File: src/rtl/mem_init_loader_if.sv
// Stream-in / debug-port bundle between the image loader and the core.
// The loader is the master: it sinks the word stream and drives both memory debug ports.
interface mem_init_loader_if #(
    parameter int DM_ADDRESS = 9,
    parameter int DATA_W     = 32
);
    logic                  in_valid;
    logic [DATA_W-1:0]     in_data;
    logic                  in_ready;

    logic                  enable_debug;
    logic [DM_ADDRESS-1:0] debug_inst_addr;
    logic [DATA_W-1:0]     debug_inst_data1;
    logic [DATA_W-1:0]     debug_inst_data2;
    logic [DM_ADDRESS-1:0] DebugAddress;
    logic [DATA_W-1:0]     DebugData1;
    logic [DATA_W-1:0]     DebugData2;

    modport master (
        input  in_valid, in_data,
        output in_ready, enable_debug,
        output debug_inst_addr, debug_inst_data1, debug_inst_data2,
        output DebugAddress, DebugData1, DebugData2
    );

    modport slave (
        output in_valid, in_data,
        input  in_ready, enable_debug,
        input  debug_inst_addr, debug_inst_data1, debug_inst_data2,
        input  DebugAddress, DebugData1, DebugData2
    );
endinterface

File: src/rtl/mem_init_loader.sv
// Loads instruction then data memory through the core's debug ports in 64-bit pairs,
// then drops enable_debug so the core starts from the loaded image.
module mem_init_loader #(
    parameter int DM_ADDRESS = 9,
    parameter int DATA_W     = 32,
    parameter int CNT_W      = 7,
    parameter int SETTLE_CYC = 2
) (
    input  logic              clk,
    input  logic              reset,
    input  logic              start,
    input  logic [CNT_W-1:0]  inst_pairs,
    input  logic [CNT_W-1:0]  data_pairs,
    mem_init_loader_if.master bus,
    output logic              busy,
    output logic              done
);

    typedef enum logic [2:0] {
        IDLE, INST_LO, INST_HI, DATA_LO, DATA_HI, SETTLE, DONE
    } state_t;

    state_t                state_q, state_d;
    logic [CNT_W-1:0]      inst_cnt_q, inst_cnt_d;
    logic [CNT_W-1:0]      data_cnt_q, data_cnt_d;
    logic [CNT_W-1:0]      inst_idx_q, inst_idx_d;
    logic [CNT_W-1:0]      data_idx_q, data_idx_d;
    logic [DATA_W-1:0]     lo_word_q, lo_word_d;
    logic [3:0]            settle_cnt_q, settle_cnt_d;
    logic                  enable_debug_q, enable_debug_d;
    logic                  in_ready_q, in_ready_d;
    logic                  busy_q, busy_d;
    logic                  done_q, done_d;
    logic [DM_ADDRESS-1:0] inst_addr_q, inst_addr_d;
    logic [DATA_W-1:0]     inst_d1_q, inst_d1_d;
    logic [DATA_W-1:0]     inst_d2_q, inst_d2_d;
    logic [DM_ADDRESS-1:0] dm_addr_q, dm_addr_d;
    logic [DATA_W-1:0]     dm_d1_q, dm_d1_d;
    logic [DATA_W-1:0]     dm_d2_q, dm_d2_d;

    logic                  accept;
    logic [CNT_W-1:0]      inst_idx_inc;
    logic [CNT_W-1:0]      data_idx_inc;

    // Byte address of a pair; wraps modulo the port's address range.
    function automatic logic [DM_ADDRESS-1:0] pair_addr(input logic [CNT_W-1:0] idx);
        return DM_ADDRESS'({idx, 3'b000});
    endfunction

    assign accept       = bus.in_valid && in_ready_q;
    assign inst_idx_inc = inst_idx_q + CNT_W'(1);
    assign data_idx_inc = data_idx_q + CNT_W'(1);

    always_comb begin
        state_d      = state_q;
        inst_cnt_d   = inst_cnt_q;
        data_cnt_d   = data_cnt_q;
        inst_idx_d   = inst_idx_q;
        data_idx_d   = data_idx_q;
        lo_word_d    = lo_word_q;
        settle_cnt_d = '0;
        inst_addr_d  = inst_addr_q;
        inst_d1_d    = inst_d1_q;
        inst_d2_d    = inst_d2_q;
        dm_addr_d    = dm_addr_q;
        dm_d1_d      = dm_d1_q;
        dm_d2_d      = dm_d2_q;

        case (state_q)
            IDLE, DONE: begin
                if (start) begin
                    inst_cnt_d = inst_pairs;
                    data_cnt_d = data_pairs;
                    inst_idx_d = '0;
                    data_idx_d = '0;
                    if (inst_pairs != '0)      state_d = INST_LO;
                    else if (data_pairs != '0) state_d = DATA_LO;
                    else                       state_d = SETTLE;
                end
            end
            INST_LO: begin
                if (accept) begin
                    lo_word_d = bus.in_data;
                    state_d   = INST_HI;
                end
            end
            INST_HI: begin
                // Address and both words move together so the memory never sees a torn pair.
                if (accept) begin
                    inst_addr_d = pair_addr(inst_idx_q);
                    inst_d1_d   = lo_word_q;
                    inst_d2_d   = bus.in_data;
                    inst_idx_d  = inst_idx_inc;
                    if (inst_idx_inc != inst_cnt_q) state_d = INST_LO;
                    else if (data_cnt_q != '0)      state_d = DATA_LO;
                    else                            state_d = SETTLE;
                end
            end
            DATA_LO: begin
                if (accept) begin
                    lo_word_d = bus.in_data;
                    state_d   = DATA_HI;
                end
            end
            DATA_HI: begin
                if (accept) begin
                    dm_addr_d  = pair_addr(data_idx_q);
                    dm_d1_d    = lo_word_q;
                    dm_d2_d    = bus.in_data;
                    data_idx_d = data_idx_inc;
                    state_d    = (data_idx_inc == data_cnt_q) ? SETTLE : DATA_LO;
                end
            end
            SETTLE: begin
                if (settle_cnt_q == 4'(SETTLE_CYC)) state_d = DONE;
                else settle_cnt_d = settle_cnt_q + 4'd1;
            end
            default: state_d = IDLE;
        endcase

        // Status outputs are registered from the next state so they line up with it.
        enable_debug_d = !(state_d inside {IDLE, DONE});
        busy_d         = !(state_d inside {IDLE, DONE});
        in_ready_d     = state_d inside {INST_LO, INST_HI, DATA_LO, DATA_HI};
        done_d         = (state_d == DONE);
    end

    always_ff @(posedge clk) begin
        if (reset) begin
            state_q        <= IDLE;
            inst_cnt_q     <= '0;
            data_cnt_q     <= '0;
            inst_idx_q     <= '0;
            data_idx_q     <= '0;
            lo_word_q      <= '0;
            settle_cnt_q   <= '0;
            enable_debug_q <= 1'b0;
            in_ready_q     <= 1'b0;
            busy_q         <= 1'b0;
            done_q         <= 1'b0;
            inst_addr_q    <= '0;
            inst_d1_q      <= '0;
            inst_d2_q      <= '0;
            dm_addr_q      <= '0;
            dm_d1_q        <= '0;
            dm_d2_q        <= '0;
        end else begin
            state_q        <= state_d;
            inst_cnt_q     <= inst_cnt_d;
            data_cnt_q     <= data_cnt_d;
            inst_idx_q     <= inst_idx_d;
            data_idx_q     <= data_idx_d;
            lo_word_q      <= lo_word_d;
            settle_cnt_q   <= settle_cnt_d;
            enable_debug_q <= enable_debug_d;
            in_ready_q     <= in_ready_d;
            busy_q         <= busy_d;
            done_q         <= done_d;
            inst_addr_q    <= inst_addr_d;
            inst_d1_q      <= inst_d1_d;
            inst_d2_q      <= inst_d2_d;
            dm_addr_q      <= dm_addr_d;
            dm_d1_q        <= dm_d1_d;
            dm_d2_q        <= dm_d2_d;
        end
    end

    assign bus.in_ready         = in_ready_q;
    assign bus.enable_debug     = enable_debug_q;
    assign bus.debug_inst_addr  = inst_addr_q;
    assign bus.debug_inst_data1 = inst_d1_q;
    assign bus.debug_inst_data2 = inst_d2_q;
    assign bus.DebugAddress     = dm_addr_q;
    assign bus.DebugData1       = dm_d1_q;
    assign bus.DebugData2       = dm_d2_q;
    assign busy                 = busy_q;
    assign done                 = done_q;

endmodule

File: src/flat_wrapper.sv
// flat-port wrapper written by rule: the top's interface ports become plain ports
module mem_init_loader_flat 
#(
    parameter int DM_ADDRESS = 9,
    parameter int DATA_W     = 32,
    parameter int CNT_W      = 7,
    parameter int SETTLE_CYC = 2
)
  (clk, reset, start, inst_pairs, data_pairs, busy, done, bus_in_valid, bus_in_data, bus_in_ready, bus_enable_debug, bus_debug_inst_addr, bus_debug_inst_data1, bus_debug_inst_data2, bus_DebugAddress, bus_DebugData1, bus_DebugData2);
  mem_init_loader_if #(.DM_ADDRESS(DM_ADDRESS), .DATA_W(DATA_W)) bus_i ();
  input  logic clk;
  input  logic reset;
  input  logic start;
  input  logic [CNT_W-1:0] inst_pairs;
  input  logic [CNT_W-1:0] data_pairs;
  output logic busy;
  output logic done;
  input wire logic [$bits(bus_i.in_valid)-1:0] bus_in_valid;
  input wire logic [$bits(bus_i.in_data)-1:0] bus_in_data;
  output wire logic [$bits(bus_i.in_ready)-1:0] bus_in_ready;
  output wire logic [$bits(bus_i.enable_debug)-1:0] bus_enable_debug;
  output wire logic [$bits(bus_i.debug_inst_addr)-1:0] bus_debug_inst_addr;
  output wire logic [$bits(bus_i.debug_inst_data1)-1:0] bus_debug_inst_data1;
  output wire logic [$bits(bus_i.debug_inst_data2)-1:0] bus_debug_inst_data2;
  output wire logic [$bits(bus_i.DebugAddress)-1:0] bus_DebugAddress;
  output wire logic [$bits(bus_i.DebugData1)-1:0] bus_DebugData1;
  output wire logic [$bits(bus_i.DebugData2)-1:0] bus_DebugData2;
  assign bus_i.in_valid = bus_in_valid;
  assign bus_i.in_data = bus_in_data;
  assign bus_in_ready = bus_i.in_ready;
  assign bus_enable_debug = bus_i.enable_debug;
  assign bus_debug_inst_addr = bus_i.debug_inst_addr;
  assign bus_debug_inst_data1 = bus_i.debug_inst_data1;
  assign bus_debug_inst_data2 = bus_i.debug_inst_data2;
  assign bus_DebugAddress = bus_i.DebugAddress;
  assign bus_DebugData1 = bus_i.DebugData1;
  assign bus_DebugData2 = bus_i.DebugData2;
  mem_init_loader #(.DM_ADDRESS(DM_ADDRESS), .DATA_W(DATA_W), .CNT_W(CNT_W), .SETTLE_CYC(SETTLE_CYC)) u_core (.clk(clk), .reset(reset), .start(start), .inst_pairs(inst_pairs), .data_pairs(data_pairs), .bus(bus_i), .busy(busy), .done(done));
endmodule
File: config.mk
export PLATFORM = sky130hd
export DESIGN_NAME = mem_init_loader_flat
export DESIGN_NICKNAME = d
export VERILOG_FILES = /design/src/rtl/mem_init_loader_if.sv /design/src/rtl/mem_init_loader.sv /design/src/flat_wrapper.sv
export SDC_FILE = /design/constraint.sdc
export NUM_CORES = 1
export LEC_CHECK = 0
export ABC_AREA = 1
export CELL_PAD_IN_SITES_DETAIL_PLACEMENT = 2
export CELL_PAD_IN_SITES_GLOBAL_PLACEMENT = 2
export CORE_UTILIZATION = 24
export CTS_CLUSTER_SIZE = 10
export DETAILED_ROUTE_END_ITERATION = 10
export PLACE_DENSITY = 0.81
export SKIP_CTS_REPAIR_TIMING = 1
export SYNTH_ARGS = -nofsm -noshare
export SYNTH_HDL_FRONTEND = slang
export SYNTH_SLANG_ARGS = --single-unit
File: constraint.sdc
create_clock -name clk -period 1.7 [get_ports clk]
set_input_delay 0.34 -clock clk [delete_from_list [all_inputs] [get_ports clk]]
set_output_delay 0.34 -clock clk [all_outputs]
set_load 0.01 [all_outputs]
==> out/metrics.cfg <==
[global_routing]
first_global_vias = 8661
number_of_antenna_violations_at_the_first_check_in_global_routing = 0
grtUsageTotal = 0.175
grt_max_degree = 66
grt_remaining_overflow = 0
grt_pass1_wl_um = 47100

[timing]
achievable-frequency_ghz = 0.486
final.period_utilization = 1.21
skew_ns = 0.0139
slew_violations = 0
period_minus_slack_ns = 2.06
rsz0062_at_grt = yes
final-setup-viol-count = 5
finalHoldViolations = 0
finalWorstSetupSlack_ns = -0.357

[power]
share_seq_of_total_power = 0.463
power_report.internal_total_w = 0.00832
power.net_switching_w = 0.00260
power_frac_comb = 0.068
cellLeakagePower_nw = 7.29
ir_worst_vdd_mv = 0.653
share_clk_of_total_power = 0.469
pwr_density_cell_mw_per_mm2 = 900
power.switching_fraction = 0.238

[route]
detail_route.drc_violations = 0
detail_route.iter0.violations = 345
routed_wirelength_um = 31500
drtAntennaViolNets = 0
route.detailed.vias_per_inst = 4.63
routed-via-count = 8048
avgRoutedWirePerCell_um = 18.1
firstDrtPassIters = 4

[worst_setup_path]
worst-endpoint-arrival_ns = 2.49
path_common_cell = sky130_fd_sc_hd__nand2_1
cp_slowest_stage_delay_ns = 0.33
critPathRequiredTime_ns = 2.14
cp_slowest_cell = sky130_fd_sc_hd__dfxtp_2
critical_path_cell_sequence = ha_4 -> or2_4 -> nand2_2 -> xor2_1 -> nand3_1 -> nor2_1 -> nand2_1 -> nand2_1 -> nand2_1 -> nand2_2 -> nand4_1 -> a21oi_2
critPathCaptureType = register
cp_max_fo = 4
startpoint_type = register
worst-r2r-cell-count = 12
critical_path_class = register to register

[yosys]
dominantRegCellSynth = sky130_fd_sc_hd__dfxtp_1
synth_cells = 1060
post_synth_num_cell_types = 35
synthesis.area_per_instance_um2 = 7.51
synth_top_cells_by_area = sky130_fd_sc_hd__dfxtp_1, sky130_fd_sc_hd__nor2_1, sky130_fd_sc_hd__o21ai_0, sky130_fd_sc_hd__nand2_1, sky130_fd_sc_hd__clkbuf_1
synth-warning-count = 0
sequential_to_total_area_share_from_yosys_stat = 0.528
synth-edff-count = 0
asyncSetResetFlopFracSynth = 0
syn_area_mm2 = 0.00796
synth_top_area_share = 0.528
synthDominantAreaCellType = sky130_fd_sc_hd__dfxtp_1
yosys.cell_count.top_type = sky130_fd_sc_hd__nor2_1
ys_ff_latch = 210
ys_top_cells_by_count = sky130_fd_sc_hd__nor2_1, sky130_fd_sc_hd__dfxtp_1, sky130_fd_sc_hd__o21ai_0, sky130_fd_sc_hd__nand2_1, sky130_fd_sc_hd__clkbuf_1

[worst_hold_path]
holdCritPathClass = input pin to register
worst_hold_path.num_cells = 3

[clock_network]
tritoncts = yes
tritoncts.num_buffers = 27
number_of_buffers_on_the_longest_clock_path = 3
clock_sinks = 210
cts_htree_levels = 1
clk_latency_ns = 0.53
clk_pin_slew_ns = 0.05
cts.root.buffer_cell = sky130_fd_sc_hd__clkbuf_16

[finish]
synthToLayoutAreaGrowth_pct = 52.4
layout-drive-gt1-share = 0.124
diodes = 0
layout.nets = 1339
final_util = 0.372

[place]
gp_routability_congestion = 0.746
buffer_ports.inserted = 193
hpwlAfterDp_um = 20900
preCtsSetupSlack_ns = -0.470

[status]
failing_checks = negative setup slack
run_status = finished, violations left

[floorplanning]
start_util = 0.244
dieHeight_um = 184
floorplan.io_pins = 200
die_x_um = 184
floorplan.core_area_mm2 = 0.0326
row_count = 66
fp.dieArea_mm2 = 0.0339

[run]
max_cap_violations = 0

[per-stage QoR]
stage               instance area [um^2]  cells  hold slack, ns  setup TNS, ns  power (W)
floorplan                           8000   1065           0.430              0    0.00548
CTS                                11500   1732           0.457         -13.83     0.0111
detailed placement                 10800   1690           0.462         -45.28    0.00587
finish                             12100   1740           0.472          -1.34     0.0109
global route                       12100   1740           0.489          -2.43     0.0114
global placement                   10800   1690           0.449         -33.85    0.00584
[registers in the layout (all words and copies together) (netlist names)]
| register | cells |
|---|---|
| u_core.bus.DebugData1 | 32 |
| u_core.bus.DebugData2 | 32 |
| u_core.bus.debug_inst_data1 | 32 |
| u_core.bus.debug_inst_data2 | 32 |
| u_core.lo_word_q | 32 |
| u_core.data_cnt_q | 7 |
| u_core.data_idx_q | 7 |
| u_core.inst_cnt_q | 7 |
| u_core.inst_idx_q | 7 |
| u_core.bus.DebugAddress | 6 |
| u_core.bus.debug_inst_addr | 6 |
| u_core.settle_cnt_q | 4 |
| u_core.state_q | 3 |
| u_core.bus.enable_debug | 1 |
| u_core.bus.in_ready | 1 |
| u_core.done | 1 |
[metal layers]
layer,track usage,vias up,routed length (um)
met5,0,-,0
met4,0.0440,0,809
met3,0.0285,47,1280
met2,0.323,166,15900
met1,0.210,3990,13500
li1,-,3845,-
[worst paths after layout]
| kind | startpoint | to | slack (ns) |
|---|---|---|---|
| worst max-delay path | u_core.data_idx_q[1] | u_core.bus.in_ready | -0.36 |
| worst min-delay path | bus_in_data[30] | u_core.bus.DebugData2[30] | 0.47 |
| worst max register to register | u_core.data_idx_q[1] | u_core.bus.in_ready | -0.36 |
| worst min register to register | u_core.bus.debug_inst_data1[8] | u_core.bus.debug_inst_data1[8] | 0.48 |
[worst max-delay path: cells and delay by family (launching register included)]
| kind | cells | cell delay, ns |
|---|---|---|
| AND/OR/NAND/NOR | 9 | 1.06 |
| AO/OA/AOI/OAI | 1 | 0.19 |
| flip-flops | 1 | 0.33 |
| XOR/XNOR | 1 | 0.20 |
| adder cells (fa/ha/maj) | 1 | 0.18 |
[cell type report]
class                           instances  area (um^2)
Fill cell                            3664        20500
Sequential cell                       210         4220
Multi-Input combinational cell        746         3430
Timing Repair Buffer                  260         2990
Clock buffer                           36          739
Tap cell                              442          553
Inverter                               40          161
Clock inverter                          6         30.0
[cells by family (layout without fill, tap and decap cells)]
logic type      after synthesis  after routing  share of synthesized area
compound gates              238            238                      0.155
xor+xnor                      5              5                    0.00550
fa+ha+maj                     4              4                    0.00629
buf+inv                     109            342                     0.0563
flops                       210            210                      0.528
other cells                   1              6                   0.000471
simple gates                493            493                      0.248
[cell usage in the layout, fill, tap and decap left out, types with 4 or more instances in the layout]
master                            instances
sky130_fd_sc_hd__o21ai_1                  6
sky130_fd_sc_hd__dfxtp_1                201
sky130_fd_sc_hd__clkbuf_16               30
sky130_fd_sc_hd__nand2_1                 74
sky130_fd_sc_hd__nor2_1                 353
sky130_fd_sc_hd__nand2_2                 15
sky130_fd_sc_hd__nor3_1                   4
sky130_fd_sc_hd__buf_4                   51
sky130_fd_sc_hd__nand3_1                 25
sky130_fd_sc_hd__clkinv_2                 6
sky130_fd_sc_hd__conb_1                   6
sky130_fd_sc_hd__buf_12                  11
sky130_fd_sc_hd__clkdlybuf4s50_1         49
sky130_fd_sc_hd__clkbuf_1                 6
sky130_fd_sc_hd__nand4_1                  4
sky130_fd_sc_hd__dlymetal6s2s_1         144
sky130_fd_sc_hd__inv_2                    6
sky130_fd_sc_hd__inv_1                   31
sky130_fd_sc_hd__nor2_2                   5
sky130_fd_sc_hd__dfxtp_2                  6
sky130_fd_sc_hd__o21ai_0                186
sky130_fd_sc_hd__a21oi_1                 38
[power groups by stage]
stage          combinational, W  clock (W)  sequential [W]
2_1_floorplan          0.000332          0         0.00515
3_3_place_gp           0.000681          0         0.00516
3_5_place_dp           0.000709          0         0.00516
4_1_cts                0.000717    0.00528         0.00506
5_1_grt                0.000815    0.00549         0.00506
6_report               0.000741    0.00512         0.00505
No activity file was read; power rests on OpenSTA's default activity.
